===== config.mk =====
export PLATFORM = sky130hd
export DESIGN_NAME = wall_sequencer_flat
export DESIGN_NICKNAME = d
export VERILOG_FILES = /design/src/rtl/wall_sequencer_if.sv /design/src/rtl/wall_sequencer.sv /design/src/flat_wrapper.sv
export SDC_FILE = /design/constraint.sdc
export NUM_CORES = 1
export LEC_CHECK = 0
export ABC_AREA = 1
export BUFFER_PORTS_ARGS = -buffer_cell sky130_fd_sc_hd__buf_2
export CAP_MARGIN = 20
export CORE_AREA = 3 3 106 108
export DETAILED_ROUTE_END_ITERATION = 8
export DIE_AREA = 0 0 109 111
export GPL_TIMING_DRIVEN = 0
export MAX_ROUTING_LAYER = met4
export PLACE_DENSITY = 0.56
export SETUP_SLACK_MARGIN = 0.15
export SYNTH_ARGS = -nofsm -noshare
export SYNTH_HDL_FRONTEND = slang
export SYNTH_SLANG_ARGS = --single-unit

===== constraint.sdc =====
create_clock -name clk -period 13.7 [get_ports clk]
set_input_delay 0.685 -clock clk [delete_from_list [all_inputs] [get_ports clk]]
set_output_delay 0.685 -clock clk [all_outputs]
set_load 0.05 [all_outputs]

===== src/rtl/wall_sequencer_if.sv =====
// Bus between the breakout wall controller, the VGA timing generator and the block array.
// The slave side belongs to wall_sequencer; the master side drives timing, block flags and player events.
interface wall_sequencer_if #(
   parameter int NUM_BLOCKS = 12,
   parameter int SCORE_W    = 10
);
   logic                  pixpulse;
   logic [9:0]            hcount;
   logic [9:0]            vcount;
   logic [NUM_BLOCKS-1:0] broken;
   logic                  start;
   logic                  ball_lost;

   logic                  move;
   logic                  unbreak;
   logic [SCORE_W-1:0]    score;
   logic [2:0]            lives;
   logic [3:0]            level;
   logic                  game_over;

   modport master (
      output pixpulse, hcount, vcount, broken, start, ball_lost,
      input  move, unbreak, score, lives, level, game_over
   );

   modport slave (
      input  pixpulse, hcount, vcount, broken, start, ball_lost,
      output move, unbreak, score, lives, level, game_over
   );
endinterface


===== src/rtl/wall_sequencer.sv =====
// Breakout game-level controller: frame-tick move strobe, wall rebuild strobe,
// scoring of newly broken blocks, lives, level and game-over tracking.
module wall_sequencer #(
   parameter int NUM_BLOCKS   = 12,
   parameter int H_TICK       = 0,
   parameter int V_TICK       = 481,
   parameter int LIVES_INIT   = 3,
   parameter int SERVE_FRAMES = 60,
   parameter int SCORE_W      = 10
) (
   input  logic            clk,
   input  logic            rst_n,
   wall_sequencer_if.slave bus
);
   localparam int HIT_W = $clog2(NUM_BLOCKS + 1);
   localparam int SUM_W = SCORE_W + HIT_W;

   localparam logic [SCORE_W-1:0] SCORE_MAX  = '1;
   localparam logic [2:0]         LIVES_LOAD = 3'(LIVES_INIT);
   localparam logic [7:0]         LAST_FRAME = 8'(SERVE_FRAMES - 1);
   localparam logic [9:0]         H_TICK_V   = 10'(H_TICK);
   localparam logic [9:0]         V_TICK_V   = 10'(V_TICK);

   typedef enum logic [2:0] {
      S_IDLE,
      S_WALL,
      S_SERVE,
      S_PLAY,
      S_CLEAR,
      S_OVER
   } state_e;

   state_e                state_q,     state_d;
   logic [7:0]            frames_q,    frames_d;
   logic                  wall_sent_q, wall_sent_d;
   logic                  move_q,      move_d;
   logic                  unbreak_q,   unbreak_d;
   logic [SCORE_W-1:0]    score_q,     score_d;
   logic [2:0]            lives_q,     lives_d;
   logic [3:0]            level_q,     level_d;
   logic [NUM_BLOCKS-1:0] broken_q;

   logic                  tick;
   logic                  all_broken;
   logic [NUM_BLOCKS-1:0] new_bits;
   logic [HIT_W-1:0]      hits;
   logic [SUM_W-1:0]      score_sum;

   assign tick       = bus.pixpulse && (bus.hcount == H_TICK_V) && (bus.vcount == V_TICK_V);
   assign all_broken = &bus.broken;

   // Blocks that went broken since the previous pixpulse; only these score.
   always_comb begin
      new_bits = bus.broken & ~broken_q;
      hits     = '0;
      for (int i = 0; i < NUM_BLOCKS; i++) begin
         hits = hits + HIT_W'(new_bits[i]);
      end
      score_sum = SUM_W'(score_q) + SUM_W'(hits);
   end

   always_comb begin
      // NOTE: every next-state value starts from its register so no path leaves one unassigned (no latches).
      state_d     = state_q;
      frames_d    = frames_q;
      wall_sent_d = wall_sent_q;
      move_d      = move_q;
      unbreak_d   = unbreak_q;
      score_d     = score_q;
      lives_d     = lives_q;
      level_d     = level_q;

      if (bus.pixpulse) begin
         // A strobe raised on one pixpulse is seen by the blocks on the next and then drops.
         move_d    = 1'b0;
         unbreak_d = 1'b0;

         unique case (state_q)
            S_IDLE, S_OVER: begin
               if (bus.start) begin
                  state_d     = S_WALL;
                  wall_sent_d = 1'b0;
                  score_d     = '0;
                  lives_d     = LIVES_LOAD;
                  level_d     = '0;
               end
            end

            S_WALL: begin
               if (!wall_sent_q) begin
                  unbreak_d   = 1'b1;
                  wall_sent_d = 1'b1;
               end else if (!unbreak_q) begin
                  state_d  = S_SERVE;
                  frames_d = '0;
               end
            end

            S_SERVE: begin
               if (tick) begin
                  frames_d = frames_q + 8'd1;
                  if (frames_q == LAST_FRAME) state_d = S_PLAY;
               end
            end

            S_PLAY: begin
               score_d = (score_sum > SUM_W'(SCORE_MAX)) ? SCORE_MAX : score_sum[SCORE_W-1:0];
               if (tick) move_d = 1'b1;
               // A full wall takes priority over a lost ball in the same cycle.
               if (all_broken) begin
                  state_d  = S_CLEAR;
                  frames_d = '0;
               end else if (bus.ball_lost) begin
                  if (lives_q == 3'd1) begin
                     lives_d = '0;
                     state_d = S_OVER;
                  end else begin
                     lives_d  = lives_q - 3'd1;
                     state_d  = S_SERVE;
                     frames_d = '0;
                  end
               end
            end

            S_CLEAR: begin
               if (tick) begin
                  frames_d = frames_q + 8'd1;
                  if (frames_q == LAST_FRAME) begin
                     level_d     = level_q + 4'd1;
                     state_d     = S_WALL;
                     wall_sent_d = 1'b0;
                  end
               end
            end

            default: state_d = S_IDLE;
         endcase
      end
   end

   always_ff @(posedge clk or negedge rst_n) begin
      if (!rst_n) begin
         state_q     <= S_IDLE;
         frames_q    <= '0;
         wall_sent_q <= 1'b0;
         move_q      <= 1'b0;
         unbreak_q   <= 1'b0;
         score_q     <= '0;
         lives_q     <= LIVES_LOAD;
         level_q     <= '0;
         broken_q    <= '0;
      end else begin
         // NOTE: non-blocking so every register updates from the values present before this edge.
         state_q     <= state_d;
         frames_q    <= frames_d;
         wall_sent_q <= wall_sent_d;
         move_q      <= move_d;
         unbreak_q   <= unbreak_d;
         score_q     <= score_d;
         lives_q     <= lives_d;
         level_q     <= level_d;
         if (bus.pixpulse) broken_q <= bus.broken;
      end
   end

   assign bus.move      = move_q;
   assign bus.unbreak   = unbreak_q;
   assign bus.score     = score_q;
   assign bus.lives     = lives_q;
   assign bus.level     = level_q;
   assign bus.game_over = (state_q == S_OVER);
endmodule


===== src/flat_wrapper.sv =====
// flat-port wrapper written by rule: the top's interface ports become plain ports
module wall_sequencer_flat 
#(
   parameter int NUM_BLOCKS   = 12,
   parameter int H_TICK       = 0,
   parameter int V_TICK       = 481,
   parameter int LIVES_INIT   = 3,
   parameter int SERVE_FRAMES = 60,
   parameter int SCORE_W      = 10
)
  (clk, rst_n, bus_pixpulse, bus_hcount, bus_vcount, bus_broken, bus_start, bus_ball_lost, bus_move, bus_unbreak, bus_score, bus_lives, bus_level, bus_game_over);
  wall_sequencer_if #(.NUM_BLOCKS(NUM_BLOCKS), .SCORE_W(SCORE_W)) bus_i ();
  input  logic clk;
  input  logic rst_n;
  input wire logic [$bits(bus_i.pixpulse)-1:0] bus_pixpulse;
  input wire logic [$bits(bus_i.hcount)-1:0] bus_hcount;
  input wire logic [$bits(bus_i.vcount)-1:0] bus_vcount;
  input wire logic [$bits(bus_i.broken)-1:0] bus_broken;
  input wire logic [$bits(bus_i.start)-1:0] bus_start;
  input wire logic [$bits(bus_i.ball_lost)-1:0] bus_ball_lost;
  output wire logic [$bits(bus_i.move)-1:0] bus_move;
  output wire logic [$bits(bus_i.unbreak)-1:0] bus_unbreak;
  output wire logic [$bits(bus_i.score)-1:0] bus_score;
  output wire logic [$bits(bus_i.lives)-1:0] bus_lives;
  output wire logic [$bits(bus_i.level)-1:0] bus_level;
  output wire logic [$bits(bus_i.game_over)-1:0] bus_game_over;
  assign bus_i.pixpulse = bus_pixpulse;
  assign bus_i.hcount = bus_hcount;
  assign bus_i.vcount = bus_vcount;
  assign bus_i.broken = bus_broken;
  assign bus_i.start = bus_start;
  assign bus_i.ball_lost = bus_ball_lost;
  assign bus_move = bus_i.move;
  assign bus_unbreak = bus_i.unbreak;
  assign bus_score = bus_i.score;
  assign bus_lives = bus_i.lives;
  assign bus_level = bus_i.level;
  assign bus_game_over = bus_i.game_over;
  wall_sequencer #(.NUM_BLOCKS(NUM_BLOCKS), .H_TICK(H_TICK), .V_TICK(V_TICK), .LIVES_INIT(LIVES_INIT), .SERVE_FRAMES(SERVE_FRAMES), .SCORE_W(SCORE_W)) u_core (.clk(clk), .rst_n(rst_n), .bus(bus_i));
endmodule

==> results.yml <==
worst_setup_path:
  path_buf_inv: 6
  cp_max_fo: 6
  end_kind: "flop"
  reg2reg_to: "u_core.bus.score[5]$_DFFE_PN0P_"
  r2r-start: "u_core.broken_q[1]$_DFFE_PN0P_"
  cp.depth: 22
  worstSetupPathType: "primary input to flop"
  reg2regPathDepth: 20
  cp_common_cell: "fa_1"
  max_stage_delay_ps: 540
  worstSetupStartpointType: "primary input"
  startpoint: "bus_broken[0]"
  critPathTopFamily: "adder cells"
  cp_slowest_cell: "fa_1"
  r2r_slack_ps: 8900
  crit_chain: "buf_2 -> inv_1 -> nor2_1 -> ha_1 -> inv_1 -> fa_1 -> fa_1 -> inv_1 -> fa_1 -> fa_1 -> inv_1 -> fa_1 -> inv_1 -> fa_1 -> nand3_1 -> nand2_1 -> nand2_1 -> nor2_1 -> nand2_1 -> nand3_1 -> nand2_1 -> o21ai_0"
  crit_arrival_ps: 5210
  crit_required_ps: 13930
power_and_ir_drop:
  p_clk_share_pct: 17.0
  seqPwrFrac_pct: 31.2
  irDropWorstVdd_mv: 0.04412
  p_leak_nw: 1.946
  combPwrFrac_pct: 51.8
  p_int_mw: 0.2874
  netSwitchingPower_mw: 0.2536
  p_sw_share_pct: 46.88
  p_per_area_nw_per_um2: 147.5
cts:
  cts_sinks: 43
  clock_latency_ps: 300
  post_cts_resize_count: 0
  htree_num_levels: 2
  cts_root_buf: "clkbuf_8"
  clk_path_buf_depth: 2
  cts_hold_buf: 0
  cts_tree: "built"
  cts_buffers: 5
  path_clk_slew_ps: 90
  post_cts_buffers: 0
global_route:
  grt_pass1_vias: 2704
  grt_pass1_wl_mm: 12.25
  antenna_found_initial: 0
  grtUsageTotal_pct: 12.73
  grt_max_degree: 44
  gr-total-overflow: 0
yosys:
  yosysWarnings: 0
  synth_area_leaders: "dfrtp_1 (33%), nand2_1 (15%), inv_1 (6.8%), nor2_1 (6.4%), fa_1 (5.2%)"
  syn_inst: 429
  syn-cell-area_um2: 3093
  yosysSeqAreaShare_pct: 34.87
  avgSynthCellArea_um2: 7.210
  synth_top_area_share_pct: 33.17
  synth_nets: 486
  synth_cell_type_count: 35
  yosys_register_bits: 43
  yosysTopAreaCell: "dfrtp_1"
placed_design:
  place_inst: 621
  post-place-ws_ps: 8380
  gp_congestion: 0.8595
  dpl-instance-area_um2: 3543
  dp_hpwl_mm: 5.586
  io_buffers: 56
drt:
  wl_mm: 7.060
  via_per_inst: 4.438
  vias: 2796
  drt-wirelength-per-cell_um: 11.21
  drt_iter0_markers: 106
  drt_pass1_iterations: 4
  drc_errors: 0
  ant_nets: 0
timing:
  tns_ps: 0
  fin_worst_skew_ps: 9.790
  period_minus_slack_ps: 4984
  finalHoldViolCount: 0
  worstMarginPinSlew_ps: 507.9
  rsz0062_at_grt: "no"
  setup_viol: 0
  setup_ws_ps: 8716
  hold_slack_ps: 336.7
  slew_violations: 0
  fin_crit_sh_pct: 36.38
  max_slew_margin_pct: 66.14
  fmax_ghz: 0.2007
cells_and_area:
  diodes: 0
  filler_cell_count: 1083
  final_common_cell: "nand2_1"
  final_cells: 630
  multiInputGateArea_um2: 1745
  final_area_um2: 3667
  seqCellArea_um2: 1079
  syn2layout_area_growth_pct: 18.57
  final_cell_mix: "nand2_1 (127), buf_2 (57), inv_1 (56), nor2_1 (53), dfrtp_1 (41)"
  final_nets: 550
  drive_above_1_share_pct: 22.27
run_status:
  status: "complete, no violations"
flow_run:
  maxCapViolCount: 0
floorplan:
  num_rows: 37
  core_area_um2: 10320
  start_util_pct: 29.96
  fp.dieH_um: 111
  die_w_um: 109
  dieArea_um2: 12100
  ioPinCount: 57
min_path:
  hold_path.class: "primary input to async pin"
-- stage by stage --
stage / util (%) / power [mW]
global placement: 34.32 / 0.4464
detailed placement: 34.32 / 0.4539
global route: 35.52 / 0.5954
finish: 35.52 / 0.5410
floorplan: - / 0.3881
CTS: 35.33 / 0.5488
-- power by group through the flow --
stage	Clock [mW]	Combinational (mW)	Sequential, mW
CTS	0.0964	0.284	0.169
global route	0.101	0.323	0.172
global placement	0	0.276	0.171
finish	0.0920	0.280	0.169
floorplan	0	0.189	0.199
detailed placement	0	0.283	0.171
-- how the worst max path moves through the flow --
stage | to | slack [ps]
2_1_floorplan | u_core.bus.score[5]$_DFFE_PN0P_ | 8930
3_3_place_gp | u_core.bus.score[5]$_DFFE_PN0P_ | 8410
3_5_place_dp | u_core.bus.score[5]$_DFFE_PN0P_ | 8380
4_1_cts | u_core.bus.score[5]$_DFFE_PN0P_ | 8700
5_1_grt | u_core.bus.score[5]$_DFFE_PN0P_ | 8350
6_report | u_core.bus.score[5]$_DFFE_PN0P_ | 8720
-- cells in the mapped netlist (all sizes together) --
cell    instances
a21boi          1
a21oi          11
buf             2
clkbuf          2
dfrtp          41
dfstp           2
fa              8
ha             12
inv            64
nand2         139
nand3          27
nand3b          1
nand4           5
nor2           60
nor3            4
nor3b           2
o21a            1
o21ai          37
or2             4
xnor2           3
xor2            3
-- worst reg2reg max path: cells and delay by family, from the launching register on --
family	cells	cell delay, ps
DFF	1	390
AOI/OAI and AO/OA	1	70
adders and majority gates	7	2780
buffers and inverters	4	320
and+or+nand+nor	8	1160
-- flip-flops by register name, summed over array words and instances, names as in the netlist --
signal              count
u_core.broken_q        12
u_core.bus.score       10
u_core.frames_q         8
u_core.bus.level        4
u_core.bus.lives        3
u_core.state_q          3
u_core.bus.move         1
u_core.bus.unbreak      1
u_core.wall_sent_q      1
-- cell families (layout without fill, tap and decap cells) --
| kind of cell | Yosys count | count (layout) | share of synthesized area [%] |
|---|---|---|---|
| DFF | 43 | 43 | 34.87 |
| adders and majority gates | 20 | 20 | 10.03 |
| xor gates and xnor gates | 6 | 6 | 1.699 |
| AOI/OAI and AO/OA | 50 | 50 | 8.981 |
| buffers and inverters | 68 | 133 | 8.697 |
| and+or+nand+nor | 242 | 242 | 35.72 |
-- layer usage --
metal,global-route usage (%),part of all wire (%),vias to the layer above
li1,-,-,1462
met1,17.07,50,1274
met2,19.62,46,56
met3,2.271,3.7,4
met4,3.620,0.92,0
met5,-,0,-
-- area by class of cell --
cell class,count,share of cell area (%)
inverters,64,6.687
plain buffers,4,0.6482
well taps,136,4.640
flip-flops and latches,43,29.41
clock inverters,1,0.2047
multi-input cells,318,47.59
clock buffers,7,2.627
repair buffers,57,8.188
Note: power is estimated with default switching activity, not from simulation.
